### config.mk
export PLATFORM = sky130hd
export DESIGN_NAME = fgen_sweep_ctrl
export DESIGN_NICKNAME = d
export VERILOG_FILES = /design/src/rtl/fgen_sweep_ctrl_pkg.sv /design/src/rtl/fgen_sweep_ctrl_period_detect.sv /design/src/rtl/fgen_sweep_ctrl.sv
export SDC_FILE = /design/constraint.sdc
export NUM_CORES = 1
export LEC_CHECK = 0
export CAP_MARGIN = 20
export CORE_UTILIZATION = 56
export DETAILED_ROUTE_END_ITERATION = 8
export GPL_TIMING_DRIVEN = 1
export PLACE_DENSITY = 0.83
export SLEW_MARGIN = 20
export SYNTH_ARGS = -nofsm -noshare
export SYNTH_HDL_FRONTEND = slang
export SYNTH_HIERARCHICAL = 1
export SYNTH_SLANG_ARGS = --single-unit
export TNS_END_PERCENT = 20
### constraint.sdc
create_clock -name clk -period 4.8 [get_ports clk]
set_input_delay 0.96 -clock clk [delete_from_list [all_inputs] [get_ports clk]]
set_output_delay 0.96 -clock clk [all_outputs]
set_load 0.005 [all_outputs]
### src/rtl/fgen_sweep_ctrl_pkg.sv
// Shared types and defaults for the function-generator sweep sequencer.
// Holds the FSM state enum, waveform encodings and default widths.
package PKG_FgenSweep;

  localparam int DELTA_W_DEF = 8;
  localparam int DWELL_W_DEF = 16;
  localparam int OUT_W_DEF   = 12;

  // Same encodings as the generator's own waveform type.
  typedef enum logic [1:0] {
    SAWTOOTH = 2'd0,
    TRIANGLE = 2'd1,
    SINE     = 2'd2
  } wave_t;

  typedef enum logic [1:0] {
    IDLE  = 2'd0,
    LOAD  = 2'd1,
    DWELL = 2'd2,
    STEP  = 2'd3
  } state_t;

  // Code 3 has no waveform of its own; fold it onto sawtooth.
  function automatic wave_t wave_norm(input logic [1:0] s);
    if (s == 2'd3) return SAWTOOTH;
    return wave_t'(s);
  endfunction

endpackage

### src/rtl/fgen_sweep_ctrl_period_detect.sv
// Period-boundary detector: one-cycle pulse when the observed output
// falls to zero. Ports: clk, rst_n, i_clear, i_out, o_boundary.
module fgen_period_detect #(
  parameter int OUT_W = 12
) (
  input  logic             clk,
  input  logic             rst_n,
  input  logic             i_clear,
  input  logic [OUT_W-1:0] i_out,
  output logic             o_boundary
);

  logic [OUT_W-1:0] r_prev;

  // Clearing forces the history to zero so a zero that was already
  // present at the clear point is not mistaken for a fresh boundary.
  always_ff @(posedge clk or negedge rst_n) begin
    if (!rst_n) begin
      r_prev <= '0;
    end else if (i_clear) begin
      r_prev <= '0;
    end else begin
      r_prev <= i_out;
    end
  end

  assign o_boundary = !i_clear
                    && (i_out == '0)
                    && (r_prev != '0);

endmodule

### src/rtl/fgen_sweep_ctrl.sv
// Frequency-sweep sequencer driving the function generator sel/delta.
// Ports: clk, rst_n, start, abort, cfg_*, fg_out in; fg_sel, fg_delta,
// busy, done, step_idx out. Macro FGEN_SWEEP_PINGPONG_EN: bounce
// between endpoints until abort instead of a single pass.
module fgen_sweep_ctrl
  import PKG_FgenSweep::*;
#(
  parameter int DELTA_W = DELTA_W_DEF,
  parameter int DWELL_W = DWELL_W_DEF,
  parameter int OUT_W   = OUT_W_DEF
) (
  input  logic               clk,
  input  logic               rst_n,
  input  logic               start,
  input  logic               abort,
  input  logic [1:0]         cfg_sel,
  input  logic [DELTA_W-1:0] cfg_delta_start,
  input  logic [DELTA_W-1:0] cfg_delta_stop,
  input  logic [DELTA_W-1:0] cfg_step,
  input  logic [DWELL_W-1:0] cfg_dwell,
  input  logic [OUT_W-1:0]   fg_out,
  output logic [1:0]         fg_sel,
  output logic [DELTA_W-1:0] fg_delta,
  output logic               busy,
  output logic               done,
  output logic [DELTA_W-1:0] step_idx
);

  localparam logic [DELTA_W-1:0] D_ONE =
    {{(DELTA_W-1){1'b0}}, 1'b1};
  localparam logic [DWELL_W:0] W_ONE =
    {{DWELL_W{1'b0}}, 1'b1};

  state_t r_state;
  state_t w_state_nxt;

  wave_t              r_sh_sel;
  logic [DELTA_W-1:0] r_sh_start;
  logic [DELTA_W-1:0] r_sh_stop;
  logic [DELTA_W-1:0] r_sh_step;
  logic [DWELL_W-1:0] r_sh_dwell;
  logic               r_up;

  logic [DWELL_W-1:0] r_dwell_cnt;
  logic [1:0]         r_fg_sel;
  logic [DELTA_W-1:0] r_fg_delta;
  logic               r_busy;
  logic [DELTA_W-1:0] r_step_idx;

  logic               w_bnd;
  logic               w_clear;
  logic [DWELL_W:0]   w_cnt_inc;
  logic               w_dwell_hit;
  logic [DELTA_W:0]   w_sum;
  logic [DELTA_W:0]   w_dif;
  logic [DELTA_W-1:0] w_next;
  logic               w_last;
  logic               w_accept;
  logic               w_hold;
  logic               w_done;

`ifdef FGEN_SWEEP_PINGPONG_EN
  logic               r_hold;
  logic [DELTA_W-1:0] w_rnext;
  logic               w_rlast;
`endif

  assign w_clear = (r_state == LOAD);

  fgen_period_detect #(
    .OUT_W(OUT_W)
  ) u_detect (
    .clk       (clk),
    .rst_n     (rst_n),
    .i_clear   (w_clear),
    .i_out     (fg_out),
    .o_boundary(w_bnd)
  );

  assign w_accept = start && !abort;

  assign w_cnt_inc   = {1'b0, r_dwell_cnt} + W_ONE;
  assign w_dwell_hit = w_bnd
                     && (w_cnt_inc >= {1'b0, r_sh_dwell});

  // Step arithmetic carries one extra bit so overshoot past the
  // top of the range and borrow below zero are both visible.
  always_comb begin
    w_sum  = {1'b0, r_fg_delta} + {1'b0, r_sh_step};
    w_dif  = {1'b0, r_fg_delta} - {1'b0, r_sh_step};
    w_next = r_up ? w_sum[DELTA_W-1:0]
                  : w_dif[DELTA_W-1:0];
    w_last = 1'b0;
    if (r_sh_step == '0)
      w_last = 1'b1;
    else if (r_fg_delta == r_sh_stop)
      w_last = 1'b1;
    else if (r_up)
      w_last = (w_sum > {1'b0, r_sh_stop});
    else
      w_last = w_dif[DELTA_W]
            || (w_dif[DELTA_W-1:0] < r_sh_stop);
  end

`ifdef FGEN_SWEEP_PINGPONG_EN
  // Move away from the endpoint just reached, towards the old start.
  always_comb begin
    w_rnext = r_up ? w_dif[DELTA_W-1:0]
                   : w_sum[DELTA_W-1:0];
    w_rlast = 1'b0;
    if (r_sh_step == '0)
      w_rlast = 1'b1;
    else if (r_fg_delta == r_sh_start)
      w_rlast = 1'b1;
    else if (r_up)
      w_rlast = w_dif[DELTA_W]
             || (w_dif[DELTA_W-1:0] < r_sh_start);
    else
      w_rlast = (w_sum > {1'b0, r_sh_start});
  end
  assign w_hold = r_hold;
`else
  assign w_hold = 1'b0;
`endif

  // State register
  always_ff @(posedge clk or negedge rst_n) begin
    if (!rst_n) r_state <= IDLE;
    else        r_state <= w_state_nxt;
  end

  // Next-state logic
  always_comb begin
    w_state_nxt = r_state;
    unique case (r_state)
      IDLE:  if (w_accept) w_state_nxt = LOAD;
      LOAD:  w_state_nxt = DWELL;
      DWELL: if (w_dwell_hit && !w_hold)
               w_state_nxt = STEP;
      STEP: begin
`ifdef FGEN_SWEEP_PINGPONG_EN
        w_state_nxt = DWELL;
`else
        w_state_nxt = w_last ? IDLE : DWELL;
`endif
      end
    endcase
    if (abort) w_state_nxt = IDLE;
  end

  // Outputs
  always_comb begin
    w_done = (r_state == STEP) && w_last && !abort;
  end

  // Datapath registers
  always_ff @(posedge clk or negedge rst_n) begin
    if (!rst_n) begin
      r_sh_sel    <= SAWTOOTH;
      r_sh_start  <= '0;
      r_sh_stop   <= '0;
      r_sh_step   <= '0;
      r_sh_dwell  <= '0;
      r_up        <= 1'b0;
      r_dwell_cnt <= '0;
      r_fg_sel    <= '0;
      r_fg_delta  <= '0;
      r_busy      <= 1'b0;
      r_step_idx  <= '0;
`ifdef FGEN_SWEEP_PINGPONG_EN
      r_hold      <= 1'b0;
`endif
    end else begin
      r_busy <= (w_state_nxt != IDLE);
      unique case (r_state)
        IDLE: begin
          if (w_accept) begin
            r_sh_sel   <= wave_norm(cfg_sel);
            r_sh_start <= cfg_delta_start;
            r_sh_stop  <= cfg_delta_stop;
            r_sh_step  <= cfg_step;
            r_sh_dwell <= (cfg_dwell == '0)
                        ? {{(DWELL_W-1){1'b0}}, 1'b1}
                        : cfg_dwell;
            r_up <= (cfg_delta_start <= cfg_delta_stop);
          end
        end
        LOAD: begin
          if (!abort) begin
            r_fg_sel    <= r_sh_sel;
            r_fg_delta  <= r_sh_start;
            r_dwell_cnt <= '0;
            r_step_idx  <= '0;
`ifdef FGEN_SWEEP_PINGPONG_EN
            r_hold      <= 1'b0;
`endif
          end
        end
        DWELL: begin
          if (!abort && w_bnd)
            r_dwell_cnt <= w_cnt_inc[DWELL_W-1:0];
        end
        STEP: begin
          if (!abort) begin
            r_dwell_cnt <= '0;
            if (r_step_idx != '1)
              r_step_idx <= r_step_idx + D_ONE;
`ifdef FGEN_SWEEP_PINGPONG_EN
            if (!w_last) begin
              r_fg_delta <= w_next;
            end else begin
              // Endpoint reached: reverse and swap the bounds.
              r_up       <= !r_up;
              r_sh_start <= r_sh_stop;
              r_sh_stop  <= r_sh_start;
              if (w_rlast) r_hold     <= 1'b1;
              else         r_fg_delta <= w_rnext;
            end
`else
            if (!w_last) r_fg_delta <= w_next;
`endif
          end
        end
      endcase
    end
  end

  assign fg_sel   = r_fg_sel;
  assign fg_delta = r_fg_delta;
  assign busy     = r_busy;
  assign done     = w_done;
  assign step_idx = r_step_idx;

endmodule
==> results.sh <==
export IMPL_finalNetCount=865
export IMPL_drv_slew=0
export IMPL_critPathArrivalTime_ns=3.65
export IMPL_cts_tree="done"
export IMPL_initial_core_util=0.581
export IMPL_max_slew_margin_rel=0.355
export IMPL_grt_pass1_vias=5304
export IMPL_slowest_delay_ns=0.42
export IMPL_yosys_area_share_simple=0.185
export IMPL_drc=0
export IMPL_wl_per_cell_microns=17.4
export IMPL_layout_common_cells="dfrtp_1, nand2_1, clkdlybuf4s50_1"
export IMPL_grt_max_degree=78
export IMPL_timing_hold_ws_ns=0.513
export IMPL_synthTopCellsByArea="dfrtp_1, ha_1, o21ai_0, nand2_1, inv_1"
export IMPL_fmax_mhz=217
export IMPL_timing_final_crit_share=0.960
export IMPL_track_usage=0.295
export IMPL_grt_overflow=0
export IMPL_seq_area_frac_synth=0.381
export IMPL_core_area_sq_mm=0.0104
export IMPL_num_antenna_cells=0
export IMPL_worstPathRequired_ns=3.84
export IMPL_p_leak_nw=3.33
export IMPL_synth_area_sq_mm=0.00605
export IMPL_rows=37
export IMPL_insertion_delay_ns=0.38
export IMPL_synth_edff_count=0
export IMPL_die_h_microns=106
export IMPL_path_common_cell="a21oi_2"
export IMPL_hpwl_microns=11000
export IMPL_preCtsSetupSlack_ns=0.163
export IMPL_crit_buf_inv=4
export IMPL_synth_compound_area_frac=0.163
export IMPL_synth_mux_area_frac=0.0397
export IMPL_synth_nets=775
export IMPL_clock_skew_ns=0.00785
export IMPL_post_synth_cell_area_avg_sq_um=9.19
export IMPL_multi_input_area_sq_mm=0.00349
export IMPL_synth_top_cell_area_share=0.381
export IMPL_yosys_warnings=6
export IMPL_setup_slack_ns=0.193
export IMPL_first_iter_violations=349
export IMPL_max_slew_worst_pin_slew_ns=0.966
export IMPL_ys_ff_latch=92
export IMPL_antenna_left=0
export IMPL_htreeDepth=3
export IMPL_min_period_ns=4.61
export IMPL_end_kind="output port"
export IMPL_synthCells=658
export IMPL_synth_top_family_by_area="simple AND/OR/NAND/NOR gates"
export IMPL_die_x_microns=106
export IMPL_synth_xor_area_frac=0.0521
export IMPL_final_common_cell="dfrtp_1"
export IMPL_drv_cap=0
export IMPL_synth_distinct_cells=76
export IMPL_first_pass_iters=5
export IMPL_grt_pass1_wl_microns=25700
export IMPL_viasPerCell=5.92
export IMPL_antenna_found_initial=0
export IMPL_cp_max_fo=3
export IMPL_post_route_util=0.705
export IMPL_outcome="completed"
export IMPL_synthArstFlopShare=1.00
export IMPL_setup_worst_path_start_class="flip-flop"
export IMPL_ir_drop_mv=0.225
export IMPL_totalWireLength_microns=15400
export IMPL_power_density_mw_per_mm2=449
export IMPL_report_final_hold_viol_count=0
export IMPL_clkSlewWorstSetupHoldPaths_ns=0.09
export IMPL_worst_setup_path_type="reg -> out"
export IMPL_portBuffers=77
export IMPL_numClockSinks=92
export IMPL_cts_made_buffers=9
export IMPL_synthFlopType="dfrtp_1"
export IMPL_io_pins=78
export IMPL_yosys_area_share_adder=0.125
export IMPL_cp_cell_sequence="inv_2 > ha_2 > inv_1 > fa_2 > a211o_4 > a21oi_4 > buf_4 > o211a_1 > ha_4 > a21oi_2 > nor2b_1 > o311ai_2 > nand3_2 > a21oi_2 > dlygate4sd2_1"
export IMPL_clockRootBuffer="clkbuf_8"
export IMPL_areaGrowthSynthToFinish_pct=21.4
export IMPL_hp_class="reg -> reg"
export IMPL_die_area_sq_mm=0.0112
export IMPL_slowest_stage="fa_2"
export IMPL_setup_viol=0
export IMPL_fillCellCount=790
export IMPL_cts_buffer_depth=2
export IMPL_num_vias=5267
export IMPL_ff_latch_area_sq_mm=0.00230
export IMPL_place_gp_congestion=0.911
export IMPL_synth_area_leader_cell="dfrtp_1"
export IMPL_drive_gt1_frac=0.122
export IMPL_critical_path_top_delay_family="compound AO/OA/AOI/OAI gates"
==> sequential cells by signal (all words and copies together), names as in the netlist <==
| name | count |
|---|---|
| r_dwell_cnt | 16 |
| r_sh_dwell | 16 |
| u_detect/r_prev | 12 |
| fg_delta | 8 |
| r_sh_start | 8 |
| r_sh_step | 8 |
| r_sh_stop | 8 |
| step_idx | 8 |
| fg_sel | 2 |
| r_sh_sel | 2 |
| r_state | 2 |
| busy | 1 |
| r_up | 1 |
==> layout make-up <==
class,instances,share of cell area
inverters,54,0.0276
clock inverters,5,0.00818
flip-flops and latches,92,0.314
repair buffers,104,0.132
multi-input cells,487,0.476
well taps,136,0.0232
clock buffers,11,0.0193
==> worst reg2reg max path, stage by stage, from the launching register on <==
cell      delay [ns]
dfrtp_1         0.39
inv_2           0.07
ha_2            0.18
inv_1           0.06
fa_2            0.42
a211o_4         0.37
a21oi_4         0.17
buf_4           0.13
o211a_1         0.16
ha_4            0.21
a21oi_2         0.12
nor2b_1         0.06
o311ai_2        0.36
nand3_2         0.15
buf_4           0.16
buf_4           0.12
buf_4           0.12
buf_4           0.12
buf_4           0.12
buf_4           0.12
buf_4           0.12
buf_4           0.12
buf_4           0.13
buf_4           0.12
and3_1          0.16
or2_1           0.22
==> worst paths after layout <==
kind / from / to / slack, ns / depth (start not counted)
max reg2reg: fg_delta[0] / busy / 0.20 / 25
max in group asynchronous: rst_n / r_sh_start[0] / 3.24 / 2
min reg2reg: r_sh_start[5] / r_sh_start[5] / 0.51 / 1
min: r_sh_start[5] / r_sh_start[5] / 0.51 / 1
max: fg_delta[0] / done / 0.19 / 15
min in group asynchronous: rst_n / step_idx[3] / 0.69 / 1
==> layer usage <==
| metal | GRT usage | part of all wire |
|---|---|---|
| met1 | 0.360 | 0.40 |
| met2 | 0.498 | 0.51 |
| met3 | 0.0497 | 0.053 |
| met4 | 0.160 | 0.040 |
| met5 | 0 | 0 |
==> cell families (layout without fill, tap and decap cells) <==
family | Yosys count | in the layout
compound gates | 144 | 144
fa+ha+maj | 59 | 59
mux | 21 | 21
xor+xnor | 36 | 36
simple gates | 227 | 227
buf+inv | 79 | 174
flops | 92 | 92
==> where the power goes <==
part / switching [mW] / internal, mW / leakage, nW / total, mW
clock: 0.288 / 0.257 / 0.0999 / 0.545
sequential: 0.118 / 0.894 / 1.16 / 1.01
combinational: 0.898 / 0.842 / 2.07 / 1.74
total: 1.30 / 1.99 / 3.33 / 3.30
==> synthesized netlist by cell type, types with 13 or more instances <==
master	count
xnor2_1	19
nor2_1	51
o21ai_0	62
xor2_1	17
nor2b_1	15
nand2_1	79
ha_1	57
dfrtp_1	92
inv_1	53
nand3_1	13
a21oi_1	19
==> what timing repair did <==
item,4_1_cts,5_1_grt
buffers inserted,18,8
endpoints found under the setup margin,1,3
pin swaps,4,10
hold buffers,0,0
gates resized for setup,5,14
==> metrics by stage <==
step           instance area (sq um)  total power, mW  setup TNS, ns  std cells
5_1_grt                         7340             3.53       -0.00835        889
3_5_place_dp                    6890             2.53              0        849
2_1_floorplan                   6050             2.09              0        658
3_3_place_gp                    6890             2.49              0        849
4_1_cts                         7230             3.14              0        883
6_report                        7340             3.30              0        889
No activity file was read; power rests on OpenSTA's default activity.
==> patch 1: new RTL, config.mk and constraints unchanged <==
Add a define of `FGEN_SWEEP_PINGPONG_EN`.
--- a/src/rtl/fgen_sweep_ctrl.sv
+++ b/src/rtl/fgen_sweep_ctrl.sv
@@ -2,6 +2,8 @@
 // Ports: clk, rst_n, start, abort, cfg_*, fg_out in; fg_sel, fg_delta,
 // busy, done, step_idx out. Macro FGEN_SWEEP_PINGPONG_EN: bounce
 // between endpoints until abort instead of a single pass.
+`define FGEN_SWEEP_PINGPONG_EN
+
 module fgen_sweep_ctrl
   import PKG_FgenSweep::*;
 #(
Function: changed (a bounded check fails within 10 cycles, from zero or initial values and one cycle with rst_n low).
==> patch 1 against the unedited design <==
  * First-iteration DRC count is 4.0% lower
  * Sequential cell count rose by 1
  * Fmax is 0.18% lower
  * Synthesized area grew 8.7%
  * Largest power group unchanged
  * Cell area increased by 8.1%
  * Routed wire length up 6.5%
  * Worst setup slack got worse by 0.0081 ns
  * Critical path type unchanged
  * Clock power up 45%
  * Power is 24% higher
==> patch 1: results (changes against the unedited design) <==
| Metric | Value |
|---|---|
| Pleak | 0.00366 uW (+10%) |
| Critical Path Max Stage Delay | 0.50 ns (+0.08 ns) |
| Fraction of cell area in non-clock buffers | 11.3% (-1.9 points) |
| Max Fanout on Critical Path | 8 (+5) |
| CTS clk-pin slew, worst paths | 0.07 ns (-0.02 ns) |
| Post-CTS Setup Bufs | 5 (-13) |
| # clock sinks | 93 (+1.1%) |
| CTS root buffer | clkbuf_16 |
| Status | completed |
| FF-to-FF Start | fg_delta[1]$_DFFE_PN0P_ |
| Non-CTS buffers | 94 (-9.6%) |
| DP HPWL | 12.5 mm (+14%) |
| Setup WS pre-CTS | 0.0609 ns (-0.102 ns) |
| Post-synthesis sequential area ratio | 35.4% (-2.7 points) |
| Reg2Reg Setup Slack | 0.88 ns (+0.68 ns) |
| Placed instance area | 0.00748 sq mm (+8.7%) |
| First-pass GRT wire length | 26.3 mm (+2.4%) |
| Max VDD drop | 0.000399 V (+77%) |
| Fill count | 887 (+12%) |
| Vias in the first global route | 5397 (+1.8%) |
| Synth unique cells | 78 (+2.6%) |
| Post-synth design cell area | 0.00657 sq mm (+8.7%) |
| Clock skew | 0.00669 ns (-0.00115 ns) |
| Clk Latency, worst-skew pair | 0.35 ns (-0.03 ns) |
| Final min period | 4.61 ns (+0.00808 ns) |
| Share of layout cells above drive strength 1 | 11.8% (-0.37 points) |
| Commonest cells in the netlist | dfrtp_1 (93), nand2_1 (79), ha_1 (72), o21ai_0 (60), inv_1 (58) |
| Area occupied by multi-input gates | 0.00399 sq mm (+14%) |
| Flip-flop and latch area | 0.00233 sq mm (+1.1%) |
| Internal power | 2410 uW (+21%) |
| #MultiIn Comb | 541 (+11%) |
| Placed Cells incl. Taps | 923 (+8.7%) |
-- patch 1: cell types whose count changed in the layout (fill, tap and decap cells not counted), moves of 8 or more --
cell       before  now
xnor2_1        19   11
buf_4          28   18
o21ai_1         1   12
nor2_1         51   42
clkbuf_8       10    1
mux2_2         12    3
xor2_1         17   30
ha_1           51   68
mux2i_1         6   14
a21oi_1        17   33
clkbuf_16       0    9
-- patch 1: how the worst min path moves through the flow --
| stage | startpoint | end | slack, ns | depth (start not counted) |
|---|---|---|---|---|
| after floorplan | r_sh_sel[0]$_DFFE_PN0P_ | fg_sel[0]$_DFFE_PN0P_ | 0.48 | 1 |
| after global placement | r_sh_sel[1]$_DFFE_PN0P_ | fg_sel[1]$_DFFE_PN0P_ | 0.49 | 1 |
| after detailed placement | r_sh_sel[0]$_DFFE_PN0P_ | fg_sel[0]$_DFFE_PN0P_ | 0.50 | 1 |
| after CTS | r_sh_sel[0]$_DFFE_PN0P_ | fg_sel[0]$_DFFE_PN0P_ | 0.52 | 1 |
| after global routing | r_sh_sel[0]$_DFFE_PN0P_ | fg_sel[0]$_DFFE_PN0P_ | 0.54 | 1 |
| final | r_sh_sel[0]$_DFFE_PN0P_ | fg_sel[0]$_DFFE_PN0P_ | 0.52 | 1 |
-- patch 1: kinds of logic after synthesis --
| kind of cell | count (synthesis) | synth area share [%] |
|---|---|---|
| compound gates | 164 | 16.3 |
| xor+xnor | 45 | 6.11 |
| fa+ha+maj | 74 | 14.3 |
| buf+inv | 83 | 5.24 |
| flops | 93 | 35.4 |
| mux | 24 | 4.25 |
| simple gates | 234 | 18.4 |
-- patch 1: per-layer routing --
metal  up-vias  wire (microns)  GRT usage, %
met3        33             703          4.53
met1      2636            6770          34.3
met4         0             476          12.7
li1       2674               -             -
met5         -               0             0
met2       150            8500          51.1
==> patch 2: new RTL, same settings <==
Made on the original files. Put one more register stage on the output `fg_delta`, cleared by the reset. The value now appears one clock later. The other outputs are not delayed to match.
--- a/src/rtl/fgen_sweep_ctrl.sv
+++ b/src/rtl/fgen_sweep_ctrl.sv
@@ -226,7 +226,13 @@
   end
 
   assign fg_sel   = r_fg_sel;
-  assign fg_delta = r_fg_delta;
+  always_ff @(posedge clk or negedge rst_n) begin
+    if (!rst_n) begin
+      fg_delta <= '0;
+    end else begin
+      fg_delta <= r_fg_delta;
+    end
+  end
   assign busy     = r_busy;
   assign done     = w_done;
   assign step_idx = r_step_idx;
Formal check against the unedited RTL: not equivalent (Yosys sat finds a counterexample within 4 cycles, from zero or initial values and one cycle with rst_n low).
==> patch 2 against the unedited design <==
  * Cell area fell by 1.9%
  * Combinational power rose by 9%
  * Die area fell by 1.5%
  * Sequential cell count rose by 8
  * Worst setup slack got worse by 0.080 ns
  * Synthesized area fell by 1.5%
  * Clock power fell by 4.8%
  * Power rose by 7.5%
  * Routed wire length fell by 8.7%
  * Sequential share of layout area rose by 3.4 points
==> patch 2: results (changes against the unedited design) <==
| Metric | Value |
|---|---|
| Status | completed |
| Placed instance area | 0.00686 sq mm (-0.33%) |
| Hold depth | 0 (-1) |
| Synth Area per Inst | 9.65 sq um (+5.1%) |
| Drt total wl | 14.1 mm (-8.7%) |
| Synthesized Nets | 734 (-5.3%) |
| Worst-Margin Slew | 0.836 ns (-0.131 ns) |
| WHS Endpoint | fg_delta[5]$_DFF_PN0_ |
| FF-to-FF path depth | 16 (-36%) |
| Clk Latency, worst-skew pair | 0.40 ns (+0.02 ns) |
| Slowest cell on the critical path | or4_4 |
| Top sig layer | met4 |
| Top FF cell, synth | dfrtp_1 |
| DRT iter0 DRCs | 210 (-40%) |
| GRT Total Usage | 26.8% (-2.7 points) |
| DP HPWL | 10.5 mm (-5.0%) |
| Post-Synth Adder-Cell Area | 12.6% (+0.19 points) |
| Met1 Wirelength | 5.93 mm (-4.1%) |
| Post-synthesis sequential area ratio | 42.0% (+3.9 points) |
| Commonest cells in the netlist | dfrtp_1 (100), nand2_1 (72), ha_1 (57), o21ai_0 (51), inv_1 (47) |
| Critical path arrival | 3.73 ns (+0.08 ns) |
| Max Fanout on Critical Path | 2 (-1) |
| Reg2Reg Setup Slack | 0.80 ns (+0.60 ns) |
| Post-Synth XOR/XNOR Area | 5.59% (+0.37 points) |
| Pin count of the biggest net entering global routing | 60 (-23%) |
| Share of layout cells above drive strength 1 | 9.63% (-2.6 points) |
| Met3 Routed Length | 573 microns (-30%) |
| Area occupied by multi-input gates | 0.00326 sq mm (-6.7%) |
| Worst hold margin | 0.483 ns (-0.0302 ns) |
| Vias in the first global route | 4709 (-11%) |
| Clock skew | 0.0167 ns (+0.00890 ns) |
| Vias post-DR | 4829 (-8.3%) |
| Fill count | 808 (+2.3%) |
| First-pass GRT wire length | 22.8 mm (-11%) |
| WL met2 | 7.29 mm (-6.9%) |
| Critical Path Max Stage Delay | 0.54 ns (+0.12 ns) |
| Compound-Gate Fraction of Synth Area | 14.6% (-1.7 points) |
| Synth unique cells | 59 (-22%) |
| Max VDD drop | 0.000288 V (+28%) |
| Delay-heaviest family, CP | simple AND/OR/NAND/NOR gates |
| Post-Layout Cell Count | 842 (-5.3%) |
| CP Launch Point | r_sh_step[0]$_DFFE_PN0P_ |
| Setup WS pre-CTS | 0.0289 ns (-0.134 ns) |
| Net Sw Power | 1400 uW (+7.3%) |
| Critical R2R Capture | r_fg_delta[4]$_DFFE_PN0P_ |
## patch 2: changes by cell type after synthesis, moves of 7 or more
cell,delta
o21ai_1,+10
dfrtp_1,+8
nor2_1,-19
o21ai_0,-11
mux2_1,+9
nand2_1,-7
mux2_2,-9
## patch 2: cell type report
cell class | count | share of cell area (%)
inverter | 48 | 2.50
sequential | 100 | 34.8
multi-input combinational | 448 | 45.3
tap | 136 | 2.36
clock inverter | 6 | 0.660
timing repair buffer | 94 | 12.5
clock buffer | 10 | 1.91
## patch 2: power groups by stage
stage,sequential [uW],combinational (uW),clock [uW]
after floorplan,1110,1140,0
final,1130,1900,519
after detailed placement,1140,1600,0
after global placement,1130,1560,0
after CTS,1120,1690,536
after global routing,1150,2060,574
## patch 2: timing repair
| item | in CTS | in global routing |
|---|---|---|
| endpoints found under the setup margin | 1 | 1 |
| cloned | 0 | 0 |
| hold buffers | 0 | 0 |
| resized for setup | 11 | 18 |
| pin swaps | 7 | 19 |
| setup buffers | 2 | 4 |
## patch 2: kinds of logic after synthesis
| group | after synthesis |
|---|---|
| buffers and inverters | 69 |
| flip-flops | 100 |
| multiplexers | 24 |
| AND/OR/NAND/NOR | 189 |
| XOR/XNOR | 38 |
| AO/OA/AOI/OAI | 138 |
| adder cells (fa/ha/maj) | 59 |
## patch 2: worst reg2reg max path, delay by kind of cell, from the launching register on
kind / cells / cell delay, ns
buf+inv: 4 / 0.47
mux: 1 / 0.37
flops: 1 / 0.38
simple gates: 3 / 0.68
compound gates: 5 / 1.14
fa+ha+maj: 3 / 0.86
## patch 2: per-layer routing
layer | vias up | GRT usage [%]
met1 | 2370 | 33.0
met5 | - | 0
li1 | 2323 | -
met2 | 112 | 46.1
met3 | 24 | 6.11
met4 | 0 | 9.66
